`src/rtl/ne_rx_ring_ctrl_pkg.sv`:
```
// Shared definitions for the NE2000 receive-ring sequencer: FSM states,
// page/header constants, ISR bit positions and the ring page-advance helper.
package ne_rx_ring_ctrl_pkg;

   typedef enum logic [2:0] {
      ST_IDLE  = 3'd0,
      ST_CHECK = 3'd1,
      ST_DATA  = 3'd2,
      ST_DROP  = 3'd3,
      ST_HDR   = 3'd4
   } rx_state_e;

   localparam int unsigned NE_PAGE_SIZE     = 256;
   localparam int unsigned NE_HDR_LEN       = 4;
   localparam logic [7:0]  NE_HDR_STATUS_OK = 8'h01;
   localparam int unsigned NE_ISR_PRX_BIT   = 0;
   localparam int unsigned NE_ISR_OVW_BIT   = 4;
   localparam int unsigned NE_MIN_LEN       = 60;
   localparam int unsigned NE_MAX_LEN       = 1514;

   // Page following 'page' inside the ring; the last page (pstop-1) wraps to pstart.
   function automatic logic [7:0] ring_next_page(input logic [7:0] page,
                                                 input logic [7:0] pstart,
                                                 input logic [7:0] pstop);
      logic [7:0] nxt;
      if (page == (pstop - 8'd1)) begin
         nxt = pstart;
      end else begin
         nxt = page + 8'd1;
      end
      return nxt;
   endfunction

endpackage

```
`src/rtl/ne_rx_ring_ctrl_if.sv`:
```
// Receive stream from the io controller plus the rx buffer RAM write port.
// master = io controller / RAM side, slave = ring sequencer.
interface ne_rx_ring_ctrl_if;
   logic        rx_start;
   logic [10:0] rx_len;
   logic        rx_valid;
   logic [7:0]  rx_data;
   logic        rx_ready;
   logic        rx_busy;
   logic        mem_we;
   logic [15:0] mem_addr;
   logic [7:0]  mem_wdata;

   modport master (
      output rx_start, rx_len, rx_valid, rx_data,
      input  rx_ready, rx_busy, mem_we, mem_addr, mem_wdata
   );

   modport slave (
      input  rx_start, rx_len, rx_valid, rx_data,
      output rx_ready, rx_busy, mem_we, mem_addr, mem_wdata
   );
endinterface

```
`src/rtl/ne_rx_ring_ctrl_ring_space.sv`:
```
// Combinational ring-space calculation: pages a frame needs (header included)
// and pages free between the write pointer and the CPU boundary.
module ne_ring_space
   import ne_rx_ring_ctrl_pkg::*;
(
   input  logic [7:0]  pstart_i,
   input  logic [7:0]  pstop_i,
   input  logic [7:0]  bnry_i,
   input  logic [7:0]  curr_i,
   input  logic [10:0] len_i,
   output logic [15:0] need_o,
   output logic [7:0]  free_o
);
   logic [7:0] ring_s;
   logic [8:0] raw_s;

   // One page is always kept empty so curr never catches up with bnry; a
   // degenerate ring (empty or inverted) reports no free space at all.
   always_comb begin
      ring_s = pstop_i - pstart_i;
      need_o = ({5'd0, len_i} + 16'(NE_HDR_LEN) + 16'(NE_PAGE_SIZE - 1)) >> 8;
      raw_s  = {1'b0, bnry_i} + {1'b0, ring_s} - {1'b0, curr_i} - 9'd1;
      if ((ring_s == 8'd0) || (pstop_i < pstart_i)) begin
         free_o = 8'd0;
      end else begin
         free_o = 8'(raw_s % {1'b0, ring_s});
      end
   end
endmodule

```
`src/rtl/ne_rx_ring_ctrl.sv`:
```
// NE2000 receive-ring sequencer: admits or drops each frame, streams the
// payload into ring pages behind a 4-byte header slot, then writes the header,
// advances curr and pulses PRX (or pulses OVW when there is no room).
module ne_rx_ring_ctrl
   import ne_rx_ring_ctrl_pkg::*;
#(
   parameter int unsigned MIN_LEN = NE_MIN_LEN,
   parameter int unsigned MAX_LEN = NE_MAX_LEN
) (
   input  logic             clk,
   input  logic             reset_n,
   input  logic             flush,
   input  logic [7:0]       pstart,
   input  logic [7:0]       pstop,
   input  logic [7:0]       bnry,
   input  logic             curr_we,
   input  logic [7:0]       curr_wdata,
   output logic [7:0]       curr,
   ne_rx_ring_ctrl_if.slave rx_if,
   output logic             prx_pulse,
   output logic             ovw_pulse
);
   localparam logic [10:0] MIN_LEN_C = 11'(MIN_LEN);
   localparam logic [10:0] MAX_LEN_C = 11'(MAX_LEN);

   rx_state_e   state_q, state_d;
   logic [10:0] len_q, cnt_q;
   logic [7:0]  start_page_q, wpage_q, woff_q, next_page_q, curr_q;
   logic [1:0]  hdr_idx_q;
   logic        prx_q;

   logic [15:0] need_s, len4_s;
   logic [7:0]  free_s;
   logic        runt_s, drop_ovw_s, rdy_s, hs_s, last_s, commit_s;

   ne_ring_space u_space (
      .pstart_i (pstart),
      .pstop_i  (pstop),
      .bnry_i   (bnry),
      .curr_i   (start_page_q),
      .len_i    (len_q),
      .need_o   (need_s),
      .free_o   (free_s)
   );

   // Frame classification and byte handshake; flush blocks any transfer this cycle.
   always_comb begin
      len4_s     = {5'd0, len_q} + 16'(NE_HDR_LEN);
      runt_s     = (len_q < MIN_LEN_C);
      drop_ovw_s = (len_q > MAX_LEN_C) || (need_s > {8'd0, free_s});
      rdy_s      = ((state_q == ST_DATA) || (state_q == ST_DROP)) && !flush;
      hs_s       = rdy_s && rx_if.rx_valid;
      last_s     = (cnt_q == (len_q - 11'd1));
      commit_s   = (state_q == ST_HDR) && (hdr_idx_q == 2'd3) && !flush;
   end

   // State register.
   always_ff @(posedge clk or negedge reset_n) begin
      if (!reset_n) begin
         state_q <= ST_IDLE;
      end else begin
         state_q <= state_d;
      end
   end

   // Next-state logic; flush overrides everything.
   always_comb begin
      state_d = state_q;
      if (flush) begin
         state_d = ST_IDLE;
      end else begin
         case (state_q)
            ST_IDLE: begin
               if (rx_if.rx_start) state_d = ST_CHECK;
               else                state_d = ST_IDLE;
            end
            ST_CHECK: begin
               if (runt_s || drop_ovw_s) begin
                  if (len_q == 11'd0) state_d = ST_IDLE;
                  else                state_d = ST_DROP;
               end else begin
                  state_d = ST_DATA;
               end
            end
            ST_DATA: begin
               if (hs_s && last_s) state_d = ST_HDR;
               else                state_d = ST_DATA;
            end
            ST_DROP: begin
               if (hs_s && last_s) state_d = ST_IDLE;
               else                state_d = ST_DROP;
            end
            ST_HDR: begin
               if (hdr_idx_q == 2'd3) state_d = ST_IDLE;
               else                   state_d = ST_HDR;
            end
            default: state_d = ST_IDLE;
         endcase
      end
   end

   // Outputs: payload writes follow the handshake in the same cycle, header bytes come from a mux.
   always_comb begin
      rx_if.rx_ready  = rdy_s;
      rx_if.rx_busy   = (state_q != ST_IDLE);
      rx_if.mem_we    = 1'b0;
      rx_if.mem_addr  = 16'h0000;
      rx_if.mem_wdata = 8'h00;
      ovw_pulse       = 1'b0;
      curr            = curr_q;
      prx_pulse       = prx_q;
      case (state_q)
         ST_CHECK: begin
            ovw_pulse = !flush && !runt_s && drop_ovw_s;
         end
         ST_DATA: begin
            if (hs_s) begin
               rx_if.mem_we    = 1'b1;
               rx_if.mem_addr  = {wpage_q, woff_q};
               rx_if.mem_wdata = rx_if.rx_data;
            end else begin
               rx_if.mem_we    = 1'b0;
            end
         end
         ST_HDR: begin
            if (!flush) begin
               rx_if.mem_we   = 1'b1;
               rx_if.mem_addr = {start_page_q, 6'd0, hdr_idx_q};
               case (hdr_idx_q)
                  2'd0:    rx_if.mem_wdata = NE_HDR_STATUS_OK;
                  2'd1:    rx_if.mem_wdata = next_page_q;
                  2'd2:    rx_if.mem_wdata = len4_s[7:0];
                  default: rx_if.mem_wdata = len4_s[15:8];
               endcase
            end else begin
               rx_if.mem_we   = 1'b0;
            end
         end
         default: begin
            ovw_pulse = 1'b0;
         end
      endcase
   end

   // Datapath: curr (commit beats CPU write), frame latch, write pointer, counters.
   always_ff @(posedge clk or negedge reset_n) begin
      if (!reset_n) begin
         curr_q       <= 8'd0;
         prx_q        <= 1'b0;
         len_q        <= 11'd0;
         cnt_q        <= 11'd0;
         start_page_q <= 8'd0;
         wpage_q      <= 8'd0;
         woff_q       <= 8'd0;
         next_page_q  <= 8'd0;
         hdr_idx_q    <= 2'd0;
      end else begin
         prx_q <= commit_s;
         if (commit_s) begin
            curr_q <= next_page_q;
         end else if (curr_we) begin
            curr_q <= curr_wdata;
         end else begin
            curr_q <= curr_q;
         end
         if ((state_q == ST_IDLE) && rx_if.rx_start && !flush) begin
            len_q        <= rx_if.rx_len;
            start_page_q <= curr_q;
            wpage_q      <= curr_q;
            woff_q       <= 8'h04;
            cnt_q        <= 11'd0;
            hdr_idx_q    <= 2'd0;
         end else if ((state_q == ST_DATA) && hs_s) begin
            cnt_q  <= cnt_q + 11'd1;
            woff_q <= woff_q + 8'd1;
            if (woff_q == 8'hFF) begin
               wpage_q <= ring_next_page(wpage_q, pstart, pstop);
            end
            if (last_s) begin
               next_page_q <= ring_next_page(wpage_q, pstart, pstop);
            end
         end else if ((state_q == ST_DROP) && hs_s) begin
            cnt_q <= cnt_q + 11'd1;
         end else if ((state_q == ST_HDR) && !flush) begin
            hdr_idx_q <= hdr_idx_q + 2'd1;
         end
      end
   end
endmodule

```
`src/flat_wrapper.sv`:
```
// flat-port wrapper written by rule: the top's interface ports become plain ports
module ne_rx_ring_ctrl_flat import ne_rx_ring_ctrl_pkg::*;
#(
   parameter int unsigned MIN_LEN = NE_MIN_LEN,
   parameter int unsigned MAX_LEN = NE_MAX_LEN
)
  (clk, reset_n, flush, pstart, pstop, bnry, curr_we, curr_wdata, curr, prx_pulse, ovw_pulse, rx_if_rx_start, rx_if_rx_len, rx_if_rx_valid, rx_if_rx_data, rx_if_rx_ready, rx_if_rx_busy, rx_if_mem_we, rx_if_mem_addr, rx_if_mem_wdata);
  ne_rx_ring_ctrl_if rx_if_i ();
  input  logic clk;
  input  logic reset_n;
  input  logic flush;
  input  logic [7:0] pstart;
  input  logic [7:0] pstop;
  input  logic [7:0] bnry;
  input  logic curr_we;
  input  logic [7:0] curr_wdata;
  output logic [7:0] curr;
  output logic prx_pulse;
  output logic ovw_pulse;
  input wire logic [$bits(rx_if_i.rx_start)-1:0] rx_if_rx_start;
  input wire logic [$bits(rx_if_i.rx_len)-1:0] rx_if_rx_len;
  input wire logic [$bits(rx_if_i.rx_valid)-1:0] rx_if_rx_valid;
  input wire logic [$bits(rx_if_i.rx_data)-1:0] rx_if_rx_data;
  output wire logic [$bits(rx_if_i.rx_ready)-1:0] rx_if_rx_ready;
  output wire logic [$bits(rx_if_i.rx_busy)-1:0] rx_if_rx_busy;
  output wire logic [$bits(rx_if_i.mem_we)-1:0] rx_if_mem_we;
  output wire logic [$bits(rx_if_i.mem_addr)-1:0] rx_if_mem_addr;
  output wire logic [$bits(rx_if_i.mem_wdata)-1:0] rx_if_mem_wdata;
  assign rx_if_i.rx_start = rx_if_rx_start;
  assign rx_if_i.rx_len = rx_if_rx_len;
  assign rx_if_i.rx_valid = rx_if_rx_valid;
  assign rx_if_i.rx_data = rx_if_rx_data;
  assign rx_if_rx_ready = rx_if_i.rx_ready;
  assign rx_if_rx_busy = rx_if_i.rx_busy;
  assign rx_if_mem_we = rx_if_i.mem_we;
  assign rx_if_mem_addr = rx_if_i.mem_addr;
  assign rx_if_mem_wdata = rx_if_i.mem_wdata;
  ne_rx_ring_ctrl #(.MIN_LEN(MIN_LEN), .MAX_LEN(MAX_LEN)) u_core (.clk(clk), .reset_n(reset_n), .flush(flush), .pstart(pstart), .pstop(pstop), .bnry(bnry), .curr_we(curr_we), .curr_wdata(curr_wdata), .curr(curr), .rx_if(rx_if_i), .prx_pulse(prx_pulse), .ovw_pulse(ovw_pulse));
endmodule
```
`config.mk`:
```
export PLATFORM = sky130hd
export DESIGN_NAME = ne_rx_ring_ctrl_flat
export DESIGN_NICKNAME = d
export VERILOG_FILES = /design/src/rtl/ne_rx_ring_ctrl_pkg.sv /design/src/rtl/ne_rx_ring_ctrl_if.sv /design/src/rtl/ne_rx_ring_ctrl_ring_space.sv /design/src/rtl/ne_rx_ring_ctrl.sv /design/src/flat_wrapper.sv
export SDC_FILE = /design/constraint.sdc
export NUM_CORES = 1
export LEC_CHECK = 0
export BUFFER_PORTS_ARGS = -buffer_cell sky130_fd_sc_hd__buf_2
export CAP_MARGIN = 5
export CORE_MARGIN = 2
export CORE_UTILIZATION = 60
export DETAILED_ROUTE_END_ITERATION = 7
export PLACE_DENSITY_LB_ADDON = 0.1
export SLEW_MARGIN = 20
export SYNTH_ARGS = -nofsm -noshare
export SYNTH_HDL_FRONTEND = slang
export SYNTH_SLANG_ARGS = --single-unit
```
`constraint.sdc`:
```
create_clock -name clk -period 26.5 [get_ports clk]
set_input_delay 2.65 -clock clk [delete_from_list [all_inputs] [get_ports clk]]
set_output_delay 2.65 -clock clk [all_outputs]
set_load 0.005 [all_outputs]
```
==> results of run 1 <==
[registers in the layout (all words and copies together), names as in the netlist]
signal               count
u_core.len_q            11
u_core.start_page_q      8
u_core.cnt_q            11
u_core.state_q           3
u_core.hdr_idx_q         2
u_core.wpage_q           8
u_core.curr              8
u_core.woff_q            8
u_core.prx_pulse         1
u_core.next_page_q       8
[worst max path at each step]
stage	depth (start not counted)	from	slack, ns	endpoint
floorplan	88	pstop[0]	4.45	ovw_pulse
global placement	86	pstop[0]	1.93	ovw_pulse
detailed placement	87	pstop[0]	1.39	ovw_pulse
CTS	87	pstop[0]	1.36	ovw_pulse
global route	87	pstop[0]	-0.04	ovw_pulse
finish	87	pstop[0]	1.80	ovw_pulse
[per-stage QoR]
stage	hold WS, ns	utilization [%]	cells	cell area (µm²)
CTS	0.526	67.9	1242	8890
finish	0.532	68.1	1242	8920
global placement	0.502	65.4	1226	8550
global route	0.572	68.1	1242	8920
floorplan	0.466	-	988	7960
detailed placement	0.513	65.4	1226	8550
[final cells by class]
class | instances | area, µm² | area share (%)
Clock buffer | 11 | 253 | 2.83
Sequential cell | 68 | 1700 | 19.1
Tap cell | 176 | 220 | 2.47
Inverter | 62 | 233 | 2.61
Timing Repair Buffer | 100 | 518 | 5.81
Multi-Input combinational cell | 820 | 5910 | 66.3
Clock inverter | 5 | 82.6 | 0.926
[cells in the final DEF, fill, tap and decap left out, types with 6 or more instances in the layout]
| cell type | n |
|---|---|
| nor2_1 | 62 |
| nand3_1 | 25 |
| xnor2_1 | 43 |
| and2_1 | 11 |
| fa_1 | 11 |
| nand2_1 | 121 |
| a22o_1 | 11 |
| buf_2 | 93 |
| o211ai_1 | 6 |
| o21a_1 | 24 |
| a31oi_1 | 7 |
| nand4_1 | 13 |
| o21ai_0 | 68 |
| nor2b_1 | 12 |
| mux2_2 | 13 |
| nand2b_1 | 16 |
| mux2i_1 | 29 |
| a22oi_1 | 12 |
| ha_1 | 82 |
| buf_4 | 7 |
| nor3_1 | 32 |
| or3_1 | 13 |
| and3_1 | 13 |
| a21o_1 | 11 |
| xor2_1 | 36 |
| inv_1 | 62 |
| dfrtp_1 | 68 |
| a21oi_1 | 38 |
| o31ai_1 | 6 |
| clkbuf_16 | 9 |
[cells by family after synthesis]
group,Yosys count,synth area share [%]
mux,42,5.49
other cells,1,0.0471
compound gates,255,22.4
buf+inv,100,4.92
xor+xnor,80,8.81
fa+ha+maj,93,15.7
simple gates,349,21.3
flops,68,21.4
[worst register-to-register path, delay by kind of cell, from the launching register on]
kind / cells / cell delay, ns
AO/OA/AOI/OAI: 37 / 8.40
adder cells (fa/ha/maj): 12 / 4.01
AND/OR/NAND/NOR: 21 / 3.91
multiplexers: 2 / 0.46
flip-flops: 1 / 0.45
XOR/XNOR: 1 / 0.41
buffers and inverters: 4 / 0.32
[layer usage]
metal	share of wire [%]	vias up
met5	0	-
met2	47	252
met3	4.7	65
met4	4.0	0
li1	-	3711
met1	44	3552
[timing repair]
action,in CTS,in global routing
setup buffers,0,0
resized for setup,0,4
hold buffers,0,0
setup endpoints to repair,0,1
==> impl_metrics.env, run 1 <==
export IMPL_crit_buf_inv=8
export IMPL_dr_pass1_iters=5
export IMPL_slowest_delay_ns=0.56
export IMPL_setup_ws_ns=1.80
export IMPL_cp_top_family="compound AO/OA/AOI/OAI gates"
export IMPL_ant_nets=0
export IMPL_synthCells=988
export IMPL_synthTopCellsByArea="dfrtp_1, ha_1, nand2_1"
export IMPL_holdPathEnd="u_core.curr[6]$_DFFE_PN0P_"
export IMPL_ys_seq_area_share_pct=21.4
export IMPL_layout_drive_gt1_share_pct=14.4
export IMPL_syn_area_um2=7960
export IMPL_critPathLaunchType="input port"
export IMPL_synth_edf_count=0
export IMPL_yosysTopAreaCell="dfrtp_1"
export IMPL_fillers=1141
export IMPL_cp_required_ns=23.85
export IMPL_crit_top_cell="ha_1"
export IMPL_root_buffer="clkbuf_16"
export IMPL_coreArea_um2=13100
export IMPL_clock_latency_ns=0.34
export IMPL_start_util_pct=60.8
export IMPL_track_usage_pct=31.9
export IMPL_synth_seq_cells=68
export IMPL_antenna_found_initial=0
export IMPL_num_vias=7580
export IMPL_die_h_um=119
export IMPL_cpMaxStageDelayCell="fa_1"
export IMPL_min_period_ns=24.70
export IMPL_die_w_um=119
export IMPL_cts_tree="yes"
export IMPL_outcome="completed"
export IMPL_drtIter0Drc=576
export IMPL_finalHoldViolations=0
export IMPL_io_pins=94
export IMPL_r2r_end="u_core.state_q[0]$_DFF_PN0_"
export IMPL_wirelength_um=22100
export IMPL_rows=42
export IMPL_cp_end_kind="output port"
export IMPL_wl_per_cell_um=17.8
export IMPL_rr_worst_depth=77
export IMPL_port_buffers=93
export IMPL_ys_warnings_count=0
export IMPL_busiest_layer="met2"
export IMPL_cts_htree_levels=3
export IMPL_cts_buffer_depth=2
export IMPL_async_flop_share_pct=100
export IMPL_drv_slew=0
export IMPL_synth_top_area_share_pct=21.4
export IMPL_overflow=0
export IMPL_synth_nets=1138
export IMPL_path_max_fanout=11
export IMPL_syn_avg_cell_area_um2=8.05
export IMPL_period_share_pct=93.2
export IMPL_grt_pass1_wl_um=36500
export IMPL_yosysMostFrequentCell="nand2_1"
export IMPL_arrival_ns=22.05
export IMPL_dp_hpwl_um=16900
export IMPL_diodes=0
export IMPL_grtUsageMet3_pct=3.88
export IMPL_setup_tns_ns=0
export IMPL_areaGrowthSynthToFinish_pct=12.1
export IMPL_vias_per_cell=6.10
export IMPL_ys_types=81
export IMPL_grt_max_degree=69
export IMPL_hold_depth=2
export IMPL_setup_viol=0
export IMPL_ys_flop_type="dfrtp_1"
export IMPL_synthTopCellsByCount="nand2_1, ha_1, dfrtp_1, o21ai_0"
export IMPL_place_congestion=0.967
export IMPL_maxCapViolCount=0
export IMPL_fin_skew_ns=0.00661
export IMPL_grt_pass1_vias=7388
export IMPL_critical_path_class="in2out"
export IMPL_cts_reportedPaths_clkPinSlew_ns=0.06
export IMPL_dieArea_um2=14200
export IMPL_hp_start="u_core.next_page_q[6]$_DFFE_PN0P_"
export IMPL_reg2reg_slack_ns=8.33
export IMPL_max_freq_mhz=40.5
export IMPL_timing_rr_start="u_core.start_page_q[1]$_DFFE_PN0P_"
export IMPL_max_slew_worst_pin_slew_ns=0.965
export IMPL_dp_slack_ns=1.39
export IMPL_maxSlewHeadroom_pct=35.5
export IMPL_drc_errors=0
export IMPL_nets=1211
export IMPL_met1_usage_pct=41.5
export IMPL_clkSinkCount=68
export IMPL_cts_buffers_inserted=9
export IMPL_met2_usage_pct=53.0
export IMPL_hp_class="reg2reg"
Power of run 1 is not shown: default switching activity piles up to over one toggle a cycle in this logic, so the estimate is an artifact.
==> run 2, diff against run 1 <==
--- a/config.mk
+++ b/config.mk
@@ -8,7 +8,7 @@
 export BUFFER_PORTS_ARGS = -buffer_cell sky130_fd_sc_hd__buf_2
 export CAP_MARGIN = 5
 export CORE_MARGIN = 2
-export CORE_UTILIZATION = 60
+export CORE_UTILIZATION = 54
 export DETAILED_ROUTE_END_ITERATION = 7
 export PLACE_DENSITY_LB_ADDON = 0.1
 export SLEW_MARGIN = 20
==> impl_metrics.env, run 2 (synthesis gave the netlist of run 1 again) <==
export IMPL_r2r_end="u_core.state_q[0]$_DFF_PN0_"
export IMPL_coreArea_um2=14500
export IMPL_vias_per_cell=6.05
export IMPL_hp_start="u_core.next_page_q[5]$_DFFE_PN0P_"
export IMPL_clock_latency_ns=0.34
export IMPL_slowest_delay_ns=0.63
export IMPL_top_regs="u_core.cnt_q: 11 flops, u_core.len_q: 11 flops"
export IMPL_grt_pass1_vias=7073
export IMPL_die_w_um=125
export IMPL_critical_path_class="in2out"
export IMPL_cts_setup_buffers=0
export IMPL_cts_buffer_depth=2
export IMPL_setup_viol=0
export IMPL_fin_skew_ns=0.00697
export IMPL_cp_end_kind="output port"
export IMPL_num_vias=7564
export IMPL_rr_worst_depth=77
export IMPL_dp_slack_ns=1.47
export IMPL_antenna_found_initial=0
export IMPL_dieArea_um2=15700
export IMPL_arrival_ns=22.37
export IMPL_seqCellArea_um2=1700
export IMPL_period_share_pct=94.4
export IMPL_multi_input_comb_area_um2=5900
export IMPL_grt_pass1_wl_um=35600
export IMPL_crit_top_cell="ha_1"
export IMPL_cts_reportedPaths_clkPinSlew_ns=0.05
export IMPL_overflow=0
export IMPL_fillers=1342
export IMPL_outcome="completed"
export IMPL_root_buffer="clkbuf_16"
export IMPL_min_period_ns=25.02
export IMPL_port_buffers=93
export IMPL_rows=44
export IMPL_diodes=0
export IMPL_hold_depth=2
export IMPL_nets=1212
export IMPL_holdPathEnd="u_core.curr[5]$_DFFE_PN0P_"
export IMPL_layout_drive_gt1_share_pct=14.3
export IMPL_wl_per_cell_um=17.4
export IMPL_layout_commonest_cell="nand2_1"
export IMPL_max_freq_mhz=40.0
export IMPL_final_core_util_pct=61.6
export IMPL_timing_rr_start="u_core.start_page_q[1]$_DFFE_PN0P_"
export IMPL_track_usage_pct=27.6
export IMPL_start_util_pct=55.0
export IMPL_maxSlewHeadroom_pct=42.0
export IMPL_place_congestion=0.971
export IMPL_areaGrowthSynthToFinish_pct=12.0
export IMPL_cts_buffers_inserted=9
export IMPL_wirelength_um=21800
export IMPL_hp_class="reg2reg"
export IMPL_clkSinkCount=68
export IMPL_critPathLaunchType="input port"
export IMPL_path_max_fanout=11
export IMPL_die_h_um=125
export IMPL_cts_htree_levels=3
export IMPL_dr_pass1_iters=5
export IMPL_reg2reg_slack_ns=7.98
export IMPL_max_slew_worst_pin_slew_ns=0.871
export IMPL_mostFrequentLayoutCells="nand2_1, buf_2, ha_1, o21ai_0, dfrtp_1"
export IMPL_drv_slew=0
export IMPL_grt_max_degree=69
export IMPL_ant_nets=0
export IMPL_cts_tree="yes"
export IMPL_drc_errors=0
export IMPL_setup_ws_ns=1.48
export IMPL_maxCapViolCount=0
export IMPL_cp_required_ns=23.85
export IMPL_drtIter0Drc=682
export IMPL_io_pins=94
export IMPL_finalHoldViolations=0
export IMPL_dp_hpwl_um=17100
export IMPL_cpMaxStageDelayCell="o41ai_1"
-- run 2: cell types whose count changed in the layout (fill, tap and decap cells not counted), sizes merged --
cell      delta
buf          +1
clkinv       -1
clkinvlp     +3
inv          -1
clkbuf       -1
-- run 2: metal layers --
| metal | track usage [%] | part of all wire, % | vias to the layer above |
|---|---|---|---|
| met3 | 2.87 | 5.1 | 36 |
| li1 | - | - | 3705 |
| met1 | 38.6 | 46 | 3552 |
| met4 | 9.41 | 2.6 | 0 |
| met2 | 44.9 | 47 | 271 |
| met5 | 0 | 0 | - |
-- run 2: worst max-delay path by stage --
stage | from | end
after detailed placement | pstop[0] | ovw_pulse
after global routing | pstop[0] | ovw_pulse
after CTS | pstop[0] | ovw_pulse
after global placement | pstop[0] | ovw_pulse
after floorplan | pstop[0] | ovw_pulse
final | pstop[0] | ovw_pulse
-- run 2: per-stage QoR --
stage	instance area, µm²	TNS, ns	hold WS, ns	instances
2_1_floorplan	7960	0	0.466	988
3_3_place_gp	8570	0	0.513	1235
3_5_place_dp	8570	0	0.519	1235
4_1_cts	8900	0	0.534	1251
5_1_grt	8910	-0.0752	0.560	1251
6_report	8910	0	0.531	1251
-- run 2: what timing repair did --
action,CTS,global route
gates resized for setup,0,2
endpoints found under the hold margin,0,0
endpoints found under the setup margin,0,1
hold buffers,0,0
-- run 2: area by class of cell --
class / count / share of cell area, %
clock inverter: 6 / 0.983
tap: 184 / 2.58
inverter: 62 / 2.61
clock buffer: 10 / 2.68
sequential: 68 / 19.1
timing repair buffer: 101 / 5.90
multi-input combinational: 820 / 66.2
-- run 2: critical path: cells and delay by family --
kind | cells | cell delay, ns
muxes | 3 | 0.82
buffers and inverters | 8 | 0.94
xor gates and xnor gates | 2 | 0.71
and+or+nand+nor | 22 | 4.10
adders and majority gates | 14 | 4.59
AOI/OAI and AO/OA | 38 | 8.55
Power of run 2 is left out for the same reason.
==> run 3, diff against run 2 <==
--- a/config.mk
+++ b/config.mk
@@ -5,12 +5,14 @@
 export SDC_FILE = /design/constraint.sdc
 export NUM_CORES = 1
 export LEC_CHECK = 0
+export ABC_AREA = 1
 export BUFFER_PORTS_ARGS = -buffer_cell sky130_fd_sc_hd__buf_2
 export CAP_MARGIN = 5
 export CORE_MARGIN = 2
 export CORE_UTILIZATION = 54
 export DETAILED_ROUTE_END_ITERATION = 7
 export PLACE_DENSITY_LB_ADDON = 0.1
+export SETUP_SLACK_MARGIN = 0.4
 export SLEW_MARGIN = 20
 export SYNTH_ARGS = -nofsm -noshare
 export SYNTH_HDL_FRONTEND = slang
==> constraint.sdc (replaced) <==
create_clock -name clk -period 26.5 [get_ports clk]
set_input_delay 5.3 -clock clk [delete_from_list [all_inputs] [get_ports clk]]
set_output_delay 5.3 -clock clk [all_outputs]
set_load 0.005 [all_outputs]
==> impl_metrics.env, run 3 <==
export IMPL_outcome="completed"
export IMPL_wirelength_um=22200
export IMPL_cts_buffers_inserted=9
export IMPL_ys_seq_area_share_pct=22.3
export IMPL_drc_errors=0
export IMPL_root_buffer="clkbuf_16"
export IMPL_cts_tree="yes"
export IMPL_track_usage_pct=28.1
export IMPL_synth_seq_cells=68
export IMPL_ys_flop_type="dfrtp_1"
export IMPL_grt_pass1_vias=7028
export IMPL_yosysTopAreaCell="dfrtp_1"
export IMPL_ys_types=54
export IMPL_synthTopCellsByArea="dfrtp_1, ha_1, nand2_1"
export IMPL_cts_htree_levels=3
export IMPL_grt_max_degree=69
export IMPL_synth_top_family_by_area="simple AND/OR/NAND/NOR gates"
export IMPL_coreArea_um2=13800
export IMPL_die_w_um=123
export IMPL_min_period_ns=25.41
export IMPL_clkSinkCount=68
export IMPL_dp_slack_ns=-0.119
export IMPL_synth_xor_area_share_pct=8.01
export IMPL_synthCells=1091
export IMPL_dp_hpwl_um=16500
export IMPL_synth_nets=1241
export IMPL_overflow=0
export IMPL_slowest_delay_ns=0.55
export IMPL_clock_latency_ns=0.33
export IMPL_cts_reportedPaths_clkPinSlew_ns=0.05
export IMPL_nets=1367
export IMPL_ant_nets=0
export IMPL_num_vias=7697
export IMPL_hp_class="reg2reg"
export IMPL_multi_input_comb_area_um2=5670
export IMPL_grt_pass1_wl_um=33300
export IMPL_critical_path_class="in2out"
export IMPL_synth_simple_area_share_pct=26.4
export IMPL_rows=43
export IMPL_maxCapViolCount=0
export IMPL_max_slew_worst_pin_slew_ns=0.978
export IMPL_setup_ws_ns=1.09
export IMPL_layout_drive_gt1_share_pct=24.3
export IMPL_rsz0062_at_grt="false"
export IMPL_die_h_um=123
export IMPL_synth_top_area_share_pct=22.3
export IMPL_maxSlewHeadroom_pct=34.4
export IMPL_io_pins=94
export IMPL_path_max_fanout=7
export IMPL_critPathLaunchType="input port"
export IMPL_dieArea_um2=15100
export IMPL_cts_buffer_depth=2
export IMPL_vias_per_cell=5.48
export IMPL_synthTopCellsByCount="nand2_1, inv_1, o21ai_0"
export IMPL_finalHoldViolations=0
export IMPL_async_flop_share_pct=100
export IMPL_muxShareOfSynthArea_pct=0
export IMPL_drtIter0Drc=606
export IMPL_port_buffers=93
export IMPL_areaGrowthSynthToFinish_pct=23.6
export IMPL_syn_area_um2=7620
export IMPL_ys_warnings_count=0
export IMPL_synth_fa_ha_area_share_pct=16.4
export IMPL_syn_avg_cell_area_um2=6.98
export IMPL_max_freq_mhz=39.4
export IMPL_place_congestion=0.961
export IMPL_seqCellArea_um2=1700
export IMPL_fillers=1217
export IMPL_cpMaxStageDelayCell="fa_1"
export IMPL_cp_end_kind="output port"
export IMPL_synth_compound_gate_area_share_pct=16.4
export IMPL_mostFrequentLayoutCells="nand2_1, inv_1, buf_2, o21ai_0, nor2_1"
export IMPL_synth_edf_count=0
export IMPL_top_regs="u_core.cnt_q: 11 flops, u_core.len_q: 11 flops"
export IMPL_drv_slew=0
export IMPL_start_util_pct=55.1
export IMPL_antenna_found_initial=3
export IMPL_period_share_pct=95.9
export IMPL_cp_required_ns=21.20
export IMPL_setup_viol=0
export IMPL_fin_skew_ns=0.00432
export IMPL_wl_per_cell_um=15.8
export IMPL_dr_pass1_iters=5
export IMPL_yosysMostFrequentCell="nand2_1"
export IMPL_layout_commonest_cell="nand2_1"
export IMPL_arrival_ns=20.11
[run 3: cell count changes after synthesis, sizes merged, moves of 23 or more]
cell   change
o21ai     +37
nand3     +48
mux2i     -29
nand2    +104
xnor2     -23
inv      +129
[run 3: area by class of cell]
| type | instances | share of cell area [%] |
|---|---|---|
| multi-input cells | 813 | 60.2 |
| flip-flops and latches | 68 | 18.1 |
| repair buffers | 134 | 8.28 |
| inverters | 191 | 7.72 |
| clock buffers | 12 | 2.83 |
| well taps | 180 | 2.39 |
| clock inverters | 3 | 0.478 |
| diodes | 3 | 0.0797 |
[run 3: what timing repair did]
action / in CTS / in global routing
hold buffers: 0 / 0
pin swaps: 1 / 73
gates resized for setup: 4 / 133
setup buffers: 4 / 29
endpoints found under the setup margin: 1 / 1
[run 3: through the flow]
stage / setup TNS (ns) / std cells / area, µm² / utilization, % / hold WS, ns
final: 0 / 1404 / 9420 / 68.1 / 0.469
after global placement: 0 / 1353 / 8300 / 60.0 / 0.452
after detailed placement: -0.119 / 1353 / 8300 / 60.0 / 0.465
after CTS: 0 / 1372 / 8650 / 62.5 / 0.471
after global routing: 0 / 1404 / 9420 / 68.1 / 0.516
after floorplan: 0 / 1091 / 7620 / - / 0.434
[run 3: critical path: cells and delay by family]
| kind | cells | cell delay (ns) |
|---|---|---|
| compound gates | 27 | 4.25 |
| xor+xnor | 2 | 0.34 |
| fa+ha+maj | 14 | 4.15 |
| buf+inv | 21 | 1.45 |
| simple gates | 50 | 4.58 |
[run 3: per-layer routing]
metal  global-route usage, %  up-vias  part of all wire [%]
met1                    36.5     3574                    43
li1                        -     3843                     -
met3                    3.21       55                   4.5
met4                    11.1        0                   3.1
met5                       0        -                     0
met2                    47.8      225                    49
[run 3: worst paths after layout]
kind / cells past startpoint / slack [ns] / to / start
max in group asynchronous: 2 / 20.75 / u_core.next_page_q[7]$_DFFE_PN0P_ / reset_n
min in group asynchronous: 2 / 5.16 / u_core.len_q[10]$_DFFE_PN0P_ / reset_n
min: 1 / 0.47 / u_core.woff_q[7]$_DFFE_PN0P_ / u_core.woff_q[7]$_DFFE_PN0P_
max: 114 / 1.09 / ovw_pulse / pstop[0]
min reg2reg: 1 / 0.47 / u_core.woff_q[7]$_DFFE_PN0P_ / u_core.woff_q[7]$_DFFE_PN0P_
max reg2reg: 106 / 12.14 / u_core.state_q[0]$_DFF_PN0_ / u_core.start_page_q[5]$_DFFE_PN0P_
[run 3: logic make-up after synthesis]
logic type,Yosys count
buf+inv,210
other cells,1
compound gates,215
fa+ha+maj,93
xor+xnor,68
simple gates,436
flops,68
Power of run 3 is left out for the same reason.
